<file path="config.mk">
export PLATFORM = sky130hd
export DESIGN_NAME = result_drain_flat
export DESIGN_NICKNAME = d
export VERILOG_FILES = /design/src/rtl/result_drain_if.sv /design/src/rtl/result_drain.sv /design/src/flat_wrapper.sv
export SDC_FILE = /design/constraint.sdc
export NUM_CORES = 1
export LEC_CHECK = 0
export CAP_MARGIN = 20
export CELL_PAD_IN_SITES_DETAIL_PLACEMENT = 1
export CELL_PAD_IN_SITES_GLOBAL_PLACEMENT = 2
export CORE_MARGIN = 1
export CORE_UTILIZATION = 28
export CTS_BUF_LIST = sky130_fd_sc_hd__clkbuf_16
export CTS_CLUSTER_SIZE = 24
export DETAILED_ROUTE_END_ITERATION = 10
export PLACE_DENSITY = 0.76
export REMOVE_ABC_BUFFERS = 1
export SLEW_MARGIN = 25
export SYNTH_ARGS = -nofsm -noshare
export SYNTH_HDL_FRONTEND = slang
export SYNTH_SLANG_ARGS = --single-unit
</file>
<file path="constraint.sdc">
create_clock -name clk -period 2.45 [get_ports clk]
set_input_delay 0.735 -clock clk [delete_from_list [all_inputs] [get_ports clk]]
set_output_delay 0.735 -clock clk [all_outputs]
set_load 0.03 [all_outputs]
</file>
<file path="src/rtl/result_drain_if.sv">
// Result stream bus: one accumulator element per valid/ready handshake.
interface result_drain_if #(
    parameter int unsigned ACC_SIZE = 16,
    parameter int unsigned IDX_W    = 4
);
    logic [ACC_SIZE-1:0] out_data;
    logic [IDX_W-1:0]    out_index;
    logic                out_valid;
    logic                out_ready;
    logic                out_last;

    modport master (
        output out_data,
        output out_index,
        output out_valid,
        output out_last,
        input  out_ready
    );

    modport slave (
        input  out_data,
        input  out_index,
        input  out_valid,
        input  out_last,
        output out_ready
    );
endinterface

</file>
<file path="src/rtl/result_drain.sv">
// Captures the systolic array's result vector on a done rise and streams it
// out element by element, row-major, freeing the array for the next multiply.
module result_drain #(
    parameter int unsigned MAT_ROWS = 3,
    parameter int unsigned MAT_COLS = 3,
    parameter int unsigned MAT_LEN  = MAT_ROWS * MAT_COLS,
    parameter int unsigned ACC_SIZE = 16,
    parameter int unsigned IDX_W    = 4
) (
    input  logic                        clk,
    input  logic                        reset,
    input  logic [MAT_LEN*ACC_SIZE-1:0] result_in,
    input  logic                        done_in,
    result_drain_if.master              drain,
    output logic                        busy,
    output logic                        overrun
);

    localparam logic [IDX_W-1:0] LAST_IDX = IDX_W'(MAT_LEN - 1);

    typedef enum logic {
        IDLE,
        STREAM
    } state_t;

    state_t              state_q, state_d;
    logic [IDX_W-1:0]    idx_q, idx_d;
    logic [ACC_SIZE-1:0] shadow_q [MAT_LEN];
    logic [ACC_SIZE-1:0] shadow_d [MAT_LEN];
    logic [ACC_SIZE-1:0] elem [MAT_LEN];
    logic                overrun_q, overrun_d;
    logic                done_q;
    logic                rise;
    logic                handshake;
    logic                at_last;

    // Unpack the result bus; element 0 sits in the MSBs.
    for (genvar k = 0; k < int'(MAT_LEN); k++) begin : g_unpack
        assign elem[k] = result_in[(int'(MAT_LEN) - k) * int'(ACC_SIZE) - 1 -: ACC_SIZE];
    end

    assign rise      = done_in & ~done_q;
    assign handshake = (state_q == STREAM) & drain.out_ready;
    assign at_last   = (idx_q == LAST_IDX);

    // State, index, shadow and sticky overrun registers; done_q resets high so
    // the array's idle done level after reset is not mistaken for a completion.
    always_ff @(posedge clk) begin
        if (!reset) begin
            state_q   <= IDLE;
            idx_q     <= '0;
            overrun_q <= 1'b0;
            done_q    <= 1'b1;
            for (int k = 0; k < int'(MAT_LEN); k++) begin
                shadow_q[k] <= '0;
            end
        end else begin
            state_q   <= state_d;
            idx_q     <= idx_d;
            overrun_q <= overrun_d;
            done_q    <= done_in;
            shadow_q  <= shadow_d;
        end
    end

    // Next state: capture on rise when free, advance on handshake, and flag a
    // rise that arrives while a drain still has elements beyond this cycle.
    always_comb begin
        state_d   = state_q;
        idx_d     = idx_q;
        overrun_d = overrun_q;
        shadow_d  = shadow_q;
        unique case (state_q)
            IDLE: begin
                if (rise) begin
                    shadow_d = elem;
                    idx_d    = '0;
                    state_d  = STREAM;
                end
            end
            STREAM: begin
                if (handshake && at_last) begin
                    if (rise) begin
                        shadow_d = elem;
                        idx_d    = '0;
                    end else begin
                        state_d = IDLE;
                    end
                end else begin
                    if (handshake) begin
                        idx_d = idx_q + IDX_W'(1);
                    end
                    if (rise) begin
                        overrun_d = 1'b1;
                    end
                end
            end
            default: state_d = IDLE;
        endcase
    end

    // Outputs are registered state or a mux of it.
    assign drain.out_valid = (state_q == STREAM);
    assign drain.out_index = idx_q;
    assign drain.out_data  = shadow_q[idx_q];
    assign drain.out_last  = at_last & (state_q == STREAM);
    assign busy            = (state_q == STREAM);
    assign overrun         = overrun_q;

endmodule

</file>
<file path="src/flat_wrapper.sv">
// flat-port wrapper written by rule: the top's interface ports become plain ports
module result_drain_flat 
#(
    parameter int unsigned MAT_ROWS = 3,
    parameter int unsigned MAT_COLS = 3,
    parameter int unsigned MAT_LEN  = MAT_ROWS * MAT_COLS,
    parameter int unsigned ACC_SIZE = 16,
    parameter int unsigned IDX_W    = 4
)
  (clk, reset, result_in, done_in, busy, overrun, drain_out_data, drain_out_index, drain_out_valid, drain_out_last, drain_out_ready);
  result_drain_if #(.ACC_SIZE(ACC_SIZE), .IDX_W(IDX_W)) drain_i ();
  input  logic clk;
  input  logic reset;
  input  logic [MAT_LEN*ACC_SIZE-1:0] result_in;
  input  logic done_in;
  output logic busy;
  output logic overrun;
  output wire logic [$bits(drain_i.out_data)-1:0] drain_out_data;
  output wire logic [$bits(drain_i.out_index)-1:0] drain_out_index;
  output wire logic [$bits(drain_i.out_valid)-1:0] drain_out_valid;
  output wire logic [$bits(drain_i.out_last)-1:0] drain_out_last;
  input wire logic [$bits(drain_i.out_ready)-1:0] drain_out_ready;
  assign drain_out_data = drain_i.out_data;
  assign drain_out_index = drain_i.out_index;
  assign drain_out_valid = drain_i.out_valid;
  assign drain_out_last = drain_i.out_last;
  assign drain_i.out_ready = drain_out_ready;
  result_drain #(.MAT_ROWS(MAT_ROWS), .MAT_COLS(MAT_COLS), .MAT_LEN(MAT_LEN), .ACC_SIZE(ACC_SIZE), .IDX_W(IDX_W)) u_core (.clk(clk), .reset(reset), .result_in(result_in), .done_in(done_in), .drain(drain_i), .busy(busy), .overrun(overrun));
endmodule
</file>
==> results list <==
* Period utilization: 112%
* Endpoint of the worst register-to-register path: u_core.shadow_q[75]
- The smallest clock period supported by the final layout is computed as 2740 ps.
* Ordered cell list for the critical path: buf_12, buf_12, buf_8, nor4b_4, bufbuf_16, nand2_1, nand2_1, buf_6
- Number of clock buffers inserted by TritonCTS: 17
- Overall power consumption: 6.10 mW
* DR vias: 6264
- The path with the worst hold slack has its endpoint at u_core.shadow_q[80].
- Smallest hold slack: 456 ps
- Wires add up to 20800 um.
* N_diodes: 0
- Area of placed instances: 8880 um^2
* Die outline area: 24800 um^2
- The checks that failed: setup timing.
* Ratio of cells with drive above 1 in the final layout: 18.3%
- Yosys synthesis warning count: 0
* First-pass iteration count of the detailed router: 4
- Sink Count: 151
- Clock-pin slew was measured on the worst setup and hold paths at 70 ps.
- Number of max-capacitance violations reported: 0
- At the end of routability-driven placement, the weighted congestion stood at 0.718.
- The worst-case IR drop observed on VDD is 408 uV.
- Max-slew violation total from the final report: 0
- The floorplan step set the die width to 157 um.
- TritonCTS clock tree: done
- Worst setup timing slack at the placement stage: -0.702 ps
- Synth Cell Area: 6760 um^2
* Count of fill cells added during filler insertion: 2733
- The area growth from synthesis to layout is 47.7%.
- Across every metal layer, demand over resource in global routing totals 17.5%.
- Number of placed I/O pins: 172
- Share of the yosys chip area belonging to registers: 44.7%
- Root buffer selected by CTS: sky130_fd_sc_hd__clkbuf_16
- Summed over all cells, the static leakage comes to 3.77 nW.
- Data arrival at the endpoint of the critical path: 2010 ps
- Synthesis inferred 151 register bits.
- After floorplanning, the core was divided into 56 placement rows.
- Reg2reg setup slack: 340 ps
- STA puts the critical path data required time at 1710 ps.
* Ratio of routed vias to standard cells: 4.78
* Area inside the core boundary: 23500 um^2
- Largest net degree at the start of global routing: 69
- Final net count: 1130
- The number of cells on the worst reg-to-reg path is 9.
- The final count of hold timing violations is 0.
- Once routing completed, OpenROAD measured the worst setup slack at -292 ps.
- Mean cell area of the mapped netlist: 8.28 um^2
- The clock passes through at most 2 buffers.
* Worst hold path type: reg -> reg
- GRT Residual Overflow: 0
- RSZ-0062 raised after global routing: yes
* Hold Startpoint: u_core.shadow_q[80]
- Slowest stage cell on the critical path: sky130_fd_sc_hd__dfxtp_4
- STA classifies the critical path startpoint as a flop.
- For this run, the top clock speed supported by timing is 365 MHz.
- After the first detailed-routing iteration, the DRC count stood at 207.
* Post-CTS Hold Buffers: 0
- Of all nets on the critical path, the largest fanout is 6.
* Global-route wire length before repair: 33200 um
- Status: finished with violations
* Antenna Violating Nets Remaining: 0
* Crit Path Category: reg -> out
- Post-detail-place hpwl: 13900 um
- STA classifies the critical path endpoint as an output pin.
- Level count of the clock H-tree: 4
- Initial Util: 28.7%
* DRC violation count after routing: 0
- Cell area power density: 611 nW/um^2
- Hold path cells: 2
- Dividing the detail-routed wire length by the instance count gives 15.9 um.
- Number of endpoints failing setup at the final stage: 16
* Largest clock skew in the final design: 11.8 ps
- IO buf count: 171
- Clock Latency Late Sink: 420 ps
* Cell count after synthesis: 816
- In this run the vertical extent of the chip is 157 um.
- Number of antenna violations at the first check in global routing: 0
- Final design area excluding fillers: 9980 um^2
* Peak per-stage delay on the critical path: 370 ps
- Summing all multi-input logic gate instances after layout gives 3470 um^2.
- The worst pin sits at a relative slew slack of 73.0%.
* Via count of the first global-routing pass: 6422
- For the pin with the worst max-slew slack, the measured transition is 404 ps.
- Number of different library cells in the post-synthesis netlist: 33
* Sequential cell area: 3030 um^2
- Beginning of the worst register-to-register path: u_core.drain.out_index[0]
==> cell type report <==
class / count / area share [%]
sequential: 151 / 30.4
multi-input combinational: 579 / 34.8
timing repair buffer: 228 / 24.5
clock inverter: 14 / 1.97
clock buffer: 17 / 4.26
inverter: 3 / 0.138
tap: 319 / 4.00
==> cells by family (layout without fill, tap and decap cells) <==
logic type               after synthesis  in the layout  share of synthesized area, %
AO/OA/AOI/OAI                        189            189                          15.6
adder cells (fa/ha/maj)                2              2                         0.370
buffers and inverters                 86            262                          6.74
flip-flops                           151            151                          44.7
multiplexers                          48             48                          10.4
AND/OR/NAND/NOR                      340            340                          22.2
==> cell usage in the layout (no fill, tap or decap), types with 15 or more instances in the layout <==
cell type,n
sky130_fd_sc_hd__buf_12,17
sky130_fd_sc_hd__nand3_1,146
sky130_fd_sc_hd__o21ai_1,94
sky130_fd_sc_hd__mux4_2,16
sky130_fd_sc_hd__buf_4,36
sky130_fd_sc_hd__dfxtp_1,147
sky130_fd_sc_hd__mux2_2,16
sky130_fd_sc_hd__mux2i_1,16
sky130_fd_sc_hd__clkdlybuf4s50_1,149
sky130_fd_sc_hd__nand2_1,155
sky130_fd_sc_hd__buf_6,19
sky130_fd_sc_hd__o21ai_0,53
sky130_fd_sc_hd__a31oi_1,16
sky130_fd_sc_hd__clkbuf_16,17
sky130_fd_sc_hd__nand2_2,15
==> through the flow <==
step	utilization [%]	cells	TNS (ps)
after CTS	41.9	1307	-4560
final	42.4	1311	-4330
after global placement	37.7	1263	0
after global routing	42.4	1311	-5960
after detailed placement	37.7	1263	-0.869
after floorplan	-	733	-601310
==> flip-flops by register name (all words and copies together) (netlist names) <==
signal,cells
u_core.drain.out_index,4
u_core.overrun,1
u_core.busy,1
u_core.done_q,1
u_core.shadow_q,144
==> what timing repair did <==
action,in CTS,in global routing
setup endpoints to repair,19,18
pin swaps,8,6
setup buffers,11,4
gates resized for setup,54,19
gates cloned,2,0
==> worst max path at each step <==
stage,startpoint,end,cells past startpoint
after floorplan,u_core.drain.out_index[0],u_core.shadow_q[100],5
after global placement,u_core.drain.out_index[0],drain_out_data[14],5
after detailed placement,u_core.drain.out_index[0],drain_out_data[14],5
after CTS,u_core.drain.out_index[0],drain_out_data[13],9
after global routing,u_core.drain.out_index[0],drain_out_data[14],8
final,u_core.drain.out_index[0],drain_out_data[14],8
==> report_power, final <==
part           internal, mW  leakage (nW)  switching [mW]
clock network          1.71         0.303            1.10
registers              2.54          1.23          0.0476
logic                 0.390          2.24           0.311
==> cell usage after synthesis (all sizes together) <==
cell | instances | area (um^2)
nor2b | 2 | 12.5
nand3b | 1 | 7.51
nand3 | 146 | 731
o21a | 1 | 7.51
a211oi | 1 | 7.51
nor2 | 5 | 18.8
nor4b | 1 | 15.0
ha | 2 | 25.0
buf | 28 | 238
nand2b | 1 | 6.26
a21oi | 3 | 15.0
mux2i | 16 | 160
o22ai | 1 | 6.26
dfxtp | 151 | 3020
and3 | 1 | 6.26
o21ai | 148 | 752
and4b | 1 | 10.0
a31oi | 16 | 100
a21boi | 3 | 22.5
o221ai | 16 | 140
nand2 | 179 | 672
mux2 | 16 | 180
nand4 | 1 | 6.26
nand4b | 1 | 8.76
inv | 3 | 11.3
clkbuf | 55 | 206
mux4 | 16 | 360
or2 | 1 | 6.26
==> per-layer routing <==
metal	vias to the layer above	global-route usage, %	part of all wire, %
li1	3201	-	-
met1	2935	22.5	47
met2	108	29.1	48
met3	20	3.19	3.1
met4	0	6.15	2.1
met5	-	0	0
==> critical path: cells and delay by family (launching register included) <==
family	cells	cell delay, ps
flip-flops	1	370
buffers and inverters	5	850
AND/OR/NAND/NOR	3	370
(Power assumes the default switching activity.)
